**src/rtl/response_checker_pkg.sv**
```systemverilog
// Shared types and widths for the response checker: FSM state encoding and latency field width.
package response_checker_pkg;
  localparam int STATE_W   = 2;
  localparam int LAT_W     = 4;
  localparam int DEF_WIDTH = 16;

  typedef enum logic [STATE_W-1:0] {
    ST_IDLE  = 2'd0,
    ST_FILL  = 2'd1,
    ST_CHECK = 2'd2,
    ST_HOLD  = 2'd3
  } state_e;
endpackage

```
**src/rtl/check_delay_line.sv**
```systemverilog
// Fixed-depth shift register of {valid, payload} with a runtime-selected tap (1..STAGES)
// and a synchronous clear of every valid bit. Payload registers carry no reset.
module check_delay_line
  import response_checker_pkg::*;
#(
  parameter int DATA_W = 16,
  parameter int STAGES = 8
) (
  input  logic              clk,
  input  logic              reset,
  input  logic              clr_vld,
  input  logic              in_vld,
  input  logic [DATA_W-1:0] in_data,
  input  logic [LAT_W-1:0]  tap_sel,
  output logic              tap_vld,
  output logic [DATA_W-1:0] tap_data
);
  logic [STAGES-1:0] vld_p;
  logic [STAGES-1:0] vld_nxt;
  logic [DATA_W-1:0] data_p [STAGES];

  generate
    if (STAGES == 1) begin : g_one
      assign vld_nxt = in_vld;
    end else begin : g_many
      assign vld_nxt = {vld_p[STAGES-2:0], in_vld};
    end
  endgenerate

  always_ff @(posedge clk or negedge reset) begin
    if (!reset)       vld_p <= '0;
    else if (clr_vld) vld_p <= '0;
    else              vld_p <= vld_nxt;
  end

  always_ff @(posedge clk) begin
    data_p[0] <= in_data;
    for (int k = 1; k < STAGES; k++) data_p[k] <= data_p[k-1];
  end

  always_comb begin
    tap_vld  = 1'b0;
    tap_data = '0;
    for (int k = 0; k < STAGES; k++) begin
      if (tap_sel == LAT_W'(k + 1)) begin
        tap_vld  = vld_p[k];
        tap_data = data_p[k];
      end
    end
  end
endmodule

```
**config.mk**
```make
export PLATFORM = sky130hd
export DESIGN_NAME = check_delay_line
export DESIGN_NICKNAME = d
export VERILOG_FILES = /design/src/rtl/response_checker_pkg.sv /design/src/rtl/check_delay_line.sv
export SDC_FILE = /design/constraint.sdc
export NUM_CORES = 1
export LEC_CHECK = 0
export BUFFER_PORTS_ARGS = -buffer_cell sky130_fd_sc_hd__clkbuf_2
export CAP_MARGIN = 0
export CORE_MARGIN = 10
export CORE_UTILIZATION = 52
export CTS_CLUSTER_DIAMETER = 80
export DETAILED_ROUTE_END_ITERATION = 12
export PLACE_DENSITY_LB_ADDON = 0.3
export SYNTH_ARGS = -nofsm -noshare
export SYNTH_HDL_FRONTEND = slang
export SYNTH_SLANG_ARGS = --single-unit
```
**constraint.sdc**
```tcl
create_clock -name clk -period 1.81 [get_ports clk]
set_input_delay 0.362 -clock clk [delete_from_list [all_inputs] [get_ports clk]]
set_output_delay 0.362 -clock clk [all_outputs]
set_load 0.02 [all_outputs]
```
Word-level counts from Yosys, hierarchy flattened
Memory sizes are Yosys's and may differ from the RTL's.
Cells that the tools add are included.
Widths: inputs -> output; s select.
{ "word_totals": {"memories": 1, "word_cells": 27, "ramBits": 128, "register_bits": 8, "in_bits": 24} }
{ "memory_table": {"columns": ["name", "depth", "width", "read_ports", "rd_ports_with_merged_regs", "write_ports", "line", "rtl"], "rows": [
  ["data_p", 8, 16, 8, 0, 8, "check_delay_line.sv:20", "logic [DATA_W-1:0] data_p [STAGES];"]
]} }
{ "classes": {"n_eq_ne": 8, "mux": 17} }
{ "ops": {"columns": ["cell", "count"], "rows": [
  ["$mux 16", 8],
  ["$eq 4x3->1 const B", 4],
  ["$eq 4x2->1 const B", 2],
  ["$mux 1", 8],
  ["$mux 8", 1],
  ["$eq 4x1->1 const B", 1],
  ["$eq 4x4->1 const B", 1]
]} }

Depth between registers and ports, before layout
Gate-level depths: netlist of the first run.
{ "depth": {"depth_word": 9, "ltp_mapped": 7, "mapped_depth_nobuf": 4} }

Worst setup path after synthesis of the first run
No wires, ideal clock.
{ "synth_path": {"path_type": "input port to output port", "startpoint": "input tap_sel[2]", "endpoint": "output tap_data[10]", "arrival_time_ps": 1648, "stages": 6, "path_buffers": 3, "slack_ps": -200, "required_time_ps": 1448, "path_cell_list": "buf_2 nor2b_1 buf_2 buf_1 o211ai_1 a31oi_1"} }
{ "synth_between": {"elab_chain_cells": 9} }
{ "synth_lines": {"columns": ["item", "line", "rtl"], "rows": [
  ["start: declaration", "check_delay_line.sv:14", "input logic [LAT_W-1:0] tap_sel,"],
  ["$eq 4x1->1", "check_delay_line.sv:45", "if (tap_sel == LAT_W'(k + 1)) begin"],
  ["$mux 16 (7 in a row)", "check_delay_line.sv:45", null],
  ["$mux 16 (*)", "check_delay_line.sv:45", null],
  ["end: declaration", "check_delay_line.sv:16", "output logic [DATA_W-1:0] tap_data"]
]} }
Every way passes the cells marked *; elsewhere a longest branch is shown, timed or not.

Final worst setup path of the first run
{ "layout_path": {"startpoint": "input tap_sel[0]", "endpoint": "output tap_data[0]"} }
Same word-level chain as after synthesis.

==> metrics.cfg, run 1 <==
[critical_path]
path_class=input port to output port
cp_data_arrival_time_ns=1.73
endpoint_kind=output port
required_ns=1.45
crit_fanout=14
cp-start-kind=input port

[clock_network]
cts.sinks=136
h-tree-depth=4
clockBufferDepth=2
cts_buffers=17
clkTransAtPathRegs_ns=0.06
worstSkewPairLatency_ns=0.51
cts_tree=done
root_buffer=clkbuf_8

[yosys]
synth_ff_type=dfxtp_1
synth_cells=369
yosys-top-cells-area=dfxtp_1, o21ai_0, dfrtp_1
ys_async_sr_fraction=0.0588
yosys-top-cells-count=dfxtp_1, o21ai_0, nor2b_1, nand2_1, a21oi_1
ys_ff_latch=136
syn_area_per_cell_um2=11.6
synth.most_common_cell=dfxtp_1
yosysWarnings=0
synth_edf_count=0
synth_top_area_cell=dfxtp_1
synth_area_mm2=0.00429
yosysTopAreaCellShare=0.598
ys_types=30
synth_seq_area_share=0.644
synthesis.nets=393

[routing]
viasPerCell=5.60
drt_iter0_markers=155
dr.pass1.iters=5
drc=0
wirelength_mm=11.4
ant_nets=0
num_vias=3224
routedWlPerCell_um=19.9

[floorplan]
die_area_mm2=0.0123
rows=33
core_mm2=0.00813
die_x_um=111
die_h_um=111
io_pins=41
initial_utilization=0.527

[sta]
timing.setup.tns_ns=-4.09
rsz0062_at_grt=true
final_max_slew_viol_count=0
setup_viol=17
clock_skew_ns=0.00553
hold_violations=0
finalWorstSetupSlack_ns=-0.287
max_freq_ghz=0.477
period_share=1.16
layout_min_cycle_time_ns=2.10
max-slew-margin-rel=0.748
worstMarginPinSlew_ns=0.378

[finish]
seqCellArea_mm2=0.00276
fillCellCount=426
stdcell_area_mm2=0.00640
drive_gt1_frac=0.423
nets=482
antennaDiodeCount=0
synthToLayoutAreaGrowth_pct=49.4
final_util=0.787
multi_input_area_mm2=0.00180

[pwr]
finalPower_uw=7470
ir_drop_mv=0.833
p_leak_uw=0.00252
p_per_area_mw_per_mm2=1170

[run_status]
outcome=complete, but fails checks
violations=setup timing

[global_routing]
grt_max_degree=27
grt-ovfl-total=0
track_usage=0.159
antenna_found_initial=0
grt_pass1_vias=3070
grt_pass1_wl_mm=16.0

[run]
maxCapViolCount=0

[place]
hpwl_mm=5.76
port_buffers=40
place_area_mm2=0.00484
place.gp.congestion=0.808

[min_path]
hp-class=input port to flop

final cells by class:
type	instances	area share
timing repair buffer	99	0.172
clock buffer	19	0.0690
inverter	1	0.000586
sequential	136	0.432
clock inverter	13	0.0262
tap	105	0.0205
multi-input combinational	203	0.281
metal layers:
| metal | part of all wire | global-route usage |
|---|---|---|
| met3 | 0.047 | 0.0552 |
| met5 | 0 | 0 |
| met2 | 0.51 | 0.242 |
| met4 | 0.016 | 0.0599 |
| met1 | 0.43 | 0.202 |
state kept, by name, indices dropped and copies added (netlist names):
name	count
data_p	128
vld_p	8
cell families after synthesis:
| kind of cell | share of synthesized area |
|---|---|
| AO/OA/AOI/OAI | 0.180 |
| buffers and inverters | 0.0394 |
| flip-flops | 0.644 |
| multiplexers | 0.0374 |
| AND/OR/NAND/NOR | 0.0992 |
critical path: stages:
cell and delay (ns):
buf_6 0.10, buf_6 0.13, buf_12 0.15, buf_12 0.15, nor3b_1 0.14, o21ai_0 0.25, o21ai_2 0.14, a31oi_4 0.15
buf_4 0.17
stage by stage:
stage | setup slack, ns | instances | hold slack [ns]
after CTS | -0.259 | 565 | 0.0620
after detailed placement | -0.416 | 510 | 0.219
after global placement | -0.387 | 510 | 0.209
final | -0.287 | 576 | 0.0725
after floorplan | -0.0915 | 369 | 0.0664
after global routing | -0.320 | 576 | 0.0655
final timing paths:
path                                        from                    end  slack [ns]  cells past startpoint
min in group asynchronous                  reset     vld_p[1]$_DFF_PN0_        0.23                      2
min                                       in_vld     vld_p[0]$_DFF_PN0_        0.07                      2
max                                   tap_sel[0]            tap_data[0]       -0.29                      9
max reg2reg                   vld_p[6]$_DFF_PN0_     vld_p[7]$_DFF_PN0_        1.17                      1
max in group asynchronous                  reset     vld_p[6]$_DFF_PN0_        1.40                      2
min reg2reg                data_p[0][12]$_DFF_P_  data_p[0][28]$_DFF_P_        0.35                      0
layout by cell type, fill, tap and decap left out, types with 3 or more instances in the layout:
cell | synthesis | routed
o21ai_2 | 0 | 18
buf_4 | 0 | 18
nor2b_2 | 0 | 4
dfrtp_1 | 8 | 8
nor2b_4 | 0 | 9
nand2_1 | 18 | 18
a31oi_2 | 0 | 15
mux2i_2 | 0 | 4
o22ai_4 | 0 | 4
mux2i_1 | 16 | 6
clkbuf_8 | 0 | 19
dfxtp_1 | 128 | 127
o211ai_1 | 16 | 16
clkbuf_16 | 0 | 20
bufinv_16 | 0 | 3
nor2b_1 | 26 | 13
o21ai_0 | 43 | 18
o21ai_1 | 7 | 14
mux2i_4 | 0 | 6
buf_12 | 0 | 9
clkbuf_2 | 0 | 20
buf_6 | 4 | 12
inv_6 | 0 | 4
nor3b_1 | 16 | 13
nor3b_2 | 1 | 3
dlygate4sd3_1 | 0 | 17
a21oi_1 | 17 | 16
o22ai_2 | 13 | 11
where the power goes:
group | switching (uW) | internal [uW]
logic | 353 | 388
clock network | 1290 | 2190
registers | 96.1 | 3160
repair_timing:
item / 4_1_cts / 5_1_grt
resized for setup: 85 / 72
gates cloned: 2 / 4
buffers inserted: 4 / 8
endpoints found under the hold margin: 24 / 0
pin swaps: 19 / 15
endpoints found under the setup margin: 17 / 17
hold buffers: 17 / 0
Note: power is estimated with default switching activity, not from simulation.
==> run 2, diff against run 1 <==
--- a/config.mk
+++ b/config.mk
@@ -11,7 +11,8 @@
 export CORE_UTILIZATION = 52
 export CTS_CLUSTER_DIAMETER = 80
 export DETAILED_ROUTE_END_ITERATION = 12
-export PLACE_DENSITY_LB_ADDON = 0.3
+export MAX_ROUTING_LAYER = met4
+export PLACE_DENSITY = 0.74
 export SYNTH_ARGS = -nofsm -noshare
 export SYNTH_HDL_FRONTEND = slang
 export SYNTH_SLANG_ARGS = --single-unit
==> metrics.cfg, run 2 (synthesis results as in run 1) <==
[sta]
max-slew-margin-rel=0.799  ; +0.0506
timing.setup.tns_ns=-4.00  ; +0.0870 ns
hold_ws_ns=0.0586  ; -0.0139 ns
hold_violations=0  ; unchanged
finalWorstSetupSlack_ns=-0.271  ; +0.0154 ns
period_share=1.15  ; -0.00849
rsz0062_at_grt=true
clock_skew_ns=0.00509  ; -0.000445 ns
final_max_slew_viol_count=0  ; unchanged
layout_min_cycle_time_ns=2.08  ; -0.0154 ns
worstMarginPinSlew_ns=0.293  ; -0.0843 ns
setup_viol=17  ; unchanged
max_freq_ghz=0.480  ; +0.74%

[critical_path]
timing.reg2reg.setup_slack_ns=1.16  ; about the same
rr_startpoint=vld_p[6]$_DFF_PN0_
r2r-end=vld_p[7]$_DFF_PN0_
crit_fanout=6  ; -8
endpoint_kind=output port
cp-start-kind=input port
r2r_cells=1  ; unchanged
required_ns=1.45  ; about the same
cp_data_arrival_time_ns=1.72  ; about the same
path_class=input port to output port

[run_status]
outcome=complete, but fails checks
violations=setup timing

[finish]
top_register=data_p
synthToLayoutAreaGrowth_pct=48.0
nets=469  ; -2.7%
layout_common_cells=dfxtp_1, o21ai_0, clkbuf_16, clkbuf_2, nand2_1
largestRegisters=data_p: 128 flops, vld_p: 8 flops
drive_gt1_frac=0.393  ; -0.0295
final_common_cell=dfxtp_1
antennaDiodeCount=0  ; unchanged
largest_reg_flops=128  ; unchanged

[floorplan]
die_h_um=111  ; unchanged
die_area_mm2=0.0123  ; unchanged
core_mm2=0.00813  ; unchanged
die_x_um=111  ; unchanged
initial_utilization=0.527  ; unchanged
rows=33  ; unchanged
io_pins=41  ; unchanged

[pwr]
p_per_area_mw_per_mm2=1140  ; -2.4%
ir_drop_mv=0.741  ; -11%
p_leak_uw=0.00244  ; -3.2%

[clock_network]
cts_tree=done
cts_buffers=17  ; unchanged
h-tree-depth=4  ; unchanged
clockBufferDepth=2  ; unchanged
worstSkewPairLatency_ns=0.52  ; about the same
cts.sinks=136  ; unchanged
root_buffer=clkbuf_8
clkTransAtPathRegs_ns=0.06  ; about the same

[routing]
num_vias=3052  ; -5.3%
wirelength_mm=10.5  ; -8.6%
routedWlPerCell_um=18.6  ; -6.5%
viasPerCell=5.42  ; -3.1%
drt_iter0_markers=178  ; +15%
dr.pass1.iters=4  ; -1
drc=0  ; unchanged
ant_nets=0  ; unchanged

[place]
hpwl_mm=5.61  ; -2.5%
port_buffers=40  ; unchanged
place.gp.congestion=0.766  ; -5.3%

[global_routing]
grt_max_degree=33  ; +22%
track_usage=0.166  ; +0.00678
grt_pass1_wl_mm=16.0  ; about the same
grt_pass1_vias=3129  ; +1.9%
antenna_found_initial=0  ; unchanged
grt-ovfl-total=0  ; unchanged

[min_path]
min_delay_path_depth=2  ; unchanged
min_to=vld_p[0]$_DFF_PN0_
hold_start=in_vld
hp-class=input port to flop

[run]
maxCapViolCount=0  ; unchanged

-- run 2: through the flow --
stage,instance area (um^2),setup WS (ns),power [uW],std cells,utilization
4_1_cts,5950,-0.260,7120,560,0.731
6_report,6350,-0.271,7220,563,0.780
2_1_floorplan,4420,-0.0915,3580,369,-
3_5_place_dp,4770,-0.421,3750,506,0.587
3_3_place_gp,4770,-0.393,3740,506,0.587
5_1_grt,6350,-0.299,7450,563,0.780
-- run 2: final cells by class --
cell class,count,area (um^2)
clock inverter,14,139
sequential,136,2770
timing repair buffer,86,945
clock buffer,18,428
multi-input combinational,203,1930
inverter,1,3.75
tap,105,131
fill,434,1790
-- run 2: how the worst max path moves through the flow --
stage / startpoint / endpoint
final: tap_sel[1] / tap_vld
after CTS: tap_sel[0] / tap_data[9]
after floorplan: tap_sel[0] / tap_data[15]
after detailed placement: tap_sel[1] / tap_data[0]
after global placement: tap_sel[1] / tap_data[5]
after global routing: tap_sel[1] / tap_vld
-- run 2: per-layer routing --
| metal | up-vias | global-route usage | wire length [um] |
|---|---|---|---|
| li1 | 1472 | - | - |
| met1 | 1502 | 0.204 | 4800 |
| met2 | 66 | 0.245 | 5110 |
| met3 | 12 | 0.0584 | 374 |
| met4 | 0 | 0.0608 | 169 |
| met5 | - | - | 0 |
-- run 2: where the power goes --
group	internal [uW]	total [uW]	switching [uW]
Sequential	3160	3250	92.7
Combinational	375	731	355
Clock	1890	3240	1350
Total	5420	7220	1800
-- run 2: worst max-delay path: stages --
cell and delay, ns:
buf_6 0.10, or4b_4 0.67, clkbuf_16 0.23, a31oi_2 0.19, clkbuf_8 0.17
-- run 2: repair_timing --
| action | 4_1_cts | 5_1_grt |
|---|---|---|
| endpoints found under the setup margin | 17 | 17 |
| pin swaps | 21 | 30 |
| buffers inserted | 2 | 0 |
| endpoints found under the hold margin | 24 | 0 |
| hold buffers | 17 | 0 |
| gates resized for setup | 89 | 81 |
| cloned | 3 | 3 |
==> run 3, diff against run 2 <==
==> constraint.sdc (replaced) <==
create_clock -name clk -period 1.81 [get_ports clk]
set_input_delay 0.362 -clock clk [delete_from_list [all_inputs] [get_ports clk]]
set_output_delay 0.362 -clock clk [all_outputs]
set_load 0.05 [all_outputs]
==> metrics.cfg, run 3 (synthesis results as in run 1) <==
[global_routing]
grt_pass1_vias=3151  ; +0.70%
grt_pass1_wl_mm=16.3  ; +1.7%
track_usage=0.168  ; +0.00217
grt_max_degree=32  ; -3.0%
antenna_found_initial=0  ; unchanged
grt-ovfl-total=0  ; unchanged

[place]
port_buffers=40  ; unchanged
place_area_mm2=0.00500  ; +4.7%
post-place-ws_ns=-0.553  ; -0.132 ns
hpwl_mm=5.82  ; +3.7%
place.gp.congestion=0.827  ; +8.1%

[sta]
finalWorstSetupSlack_ns=-0.313  ; -0.0415 ns
clock_skew_ns=0.00609  ; +0.00101 ns
rsz0062_at_grt=true
worstMarginPinSlew_ns=0.357  ; +0.0638 ns
timing.setup.tns_ns=-4.60  ; -0.592 ns
hold_ws_ns=0.0835  ; +0.0249 ns
period_share=1.17  ; +0.0229
hold_violations=0  ; unchanged
setup_viol=17  ; unchanged
layout_min_cycle_time_ns=2.12  ; +0.0415 ns
max-slew-margin-rel=0.761  ; -0.0380
final_max_slew_viol_count=0  ; unchanged
max_freq_ghz=0.471  ; -2.0%

[clock_network]
worstSkewPairLatency_ns=0.51  ; about the same
clockBufferDepth=2  ; unchanged
clkTransAtPathRegs_ns=0.06  ; about the same
cts_tree=done
h-tree-depth=4  ; unchanged
cts_buffers=17  ; unchanged
root_buffer=clkbuf_8
cts.sinks=136  ; unchanged

[floorplan]
rows=33  ; unchanged
die_h_um=111  ; unchanged
die_x_um=111  ; unchanged
initial_utilization=0.527  ; unchanged
io_pins=41  ; unchanged
core_mm2=0.00813  ; unchanged
die_area_mm2=0.0123  ; unchanged

[finish]
synthToLayoutAreaGrowth_pct=51.0
largest_reg_flops=128  ; unchanged
top_register=data_p
antennaDiodeCount=0  ; unchanged
final_common_cell=dfxtp_1
nets=470  ; +0.21%
largestRegisters=data_p: 128 flops, vld_p: 8 flops
stdcell_area_mm2=0.00647  ; +2.0%
drive_gt1_frac=0.394  ; +0.00132
layout_common_cells=dfxtp_1, clkbuf_16, clkbuf_2

[critical_path]
crit_fanout=2  ; -4
cp-start-kind=flop
path_class=flop to output port
cp_data_arrival_time_ns=1.76  ; +0.04 ns
endpoint_kind=output port
required_ns=1.45  ; about the same

[pwr]
p_per_area_mw_per_mm2=1190  ; +4.9%
clkPwrFrac=0.465  ; +0.016
p_sw_frac=0.242  ; -0.00695
combinationalPowerShare=0.114  ; +0.013
p_int_uw=5850  ; +8.0%
p_leak_uw=0.00250  ; +2.5%
p_seq_frac=0.421  ; -0.029
power_switching_uw=1870  ; +4.0%
ir_drop_mv=0.934  ; +26%

[run]
maxCapViolCount=0  ; unchanged

[run_status]
violations=setup timing
outcome=complete, but fails checks

[routing]
routedWlPerCell_um=20.6  ; +11%
dr.pass1.iters=5  ; +1
viasPerCell=5.59  ; +3.0%
ant_nets=0  ; unchanged
num_vias=3150  ; +3.2%
drc=0  ; unchanged
wirelength_mm=11.6  ; +11%
drt_iter0_markers=190  ; +6.7%

[min_path]
hp-class=input port to flop

[run 3: routing by layer]
layer	global-route usage	routed length, um	vias up
met2	0.257	5910	120
met5	-	0	-
met4	0.0547	191	0
met3	0.0574	534	18
met1	0.203	5000	1540
li1	-	-	1472
[run 3: power by group through the flow]
| stage | logic [uW] | registers [uW] | clock network (uW) |
|---|---|---|---|
| finish | 882 | 3250 | 3590 |
| global route | 918 | 3270 | 3760 |
| CTS | 777 | 3240 | 3630 |
| detailed placement | 634 | 3290 | 0 |
| global placement | 627 | 3280 | 0 |
| floorplan | 451 | 3270 | 0 |
[run 3: metrics by stage]
step	util	total power, uW	std cells
floorplan	-	3720	369
global placement	0.614	3910	506
detailed placement	0.614	3930	506
CTS	0.756	7650	558
global route	0.796	7950	564
finish	0.796	7720	564
[run 3: final timing paths]
check                                      from               endpoint  slack [ns]  cells past startpoint
setup / recovery           data_p[1][9]$_DFF_P_            tap_data[9]       -0.31                      5
hold / removal                           in_vld     vld_p[0]$_DFF_PN0_        0.08                      2
setup reg to reg             vld_p[6]$_DFF_PN0_     vld_p[7]$_DFF_PN0_        1.10                      1
hold reg to reg            data_p[0][6]$_DFF_P_  data_p[0][22]$_DFF_P_        0.35                      0
max in group asynchronous                 reset     vld_p[5]$_DFF_PN0_        1.39                      2
min in group asynchronous                 reset     vld_p[0]$_DFF_PN0_        0.23                      2
[run 3: cell type report]
cell class              count  area (um^2)
flip-flops and latches    136         2760
multi-input cells         203         1910
fillers                   404         1660
repair buffers             87         1050
clock buffers              18          428
clock inverters            14          195
well taps                 105          131
inverters                   1         3.75
[run 3: worst max-delay path: stages (launching register included)]
cell and delay [ns]:
dfxtp_1 0.33, nor3b_1 0.29, o21ai_0 0.17, o21ai_2 0.15, a31oi_4 0.14, buf_8 0.17
[run 3: timing repair]
item	4_1_cts	5_1_grt
pin swaps	2	24
buffers inserted	1	1
gates cloned	2	5
hold endpoints to repair	24	0
setup endpoints to repair	17	17
gates resized for setup	82	67
hold buffers	17	0
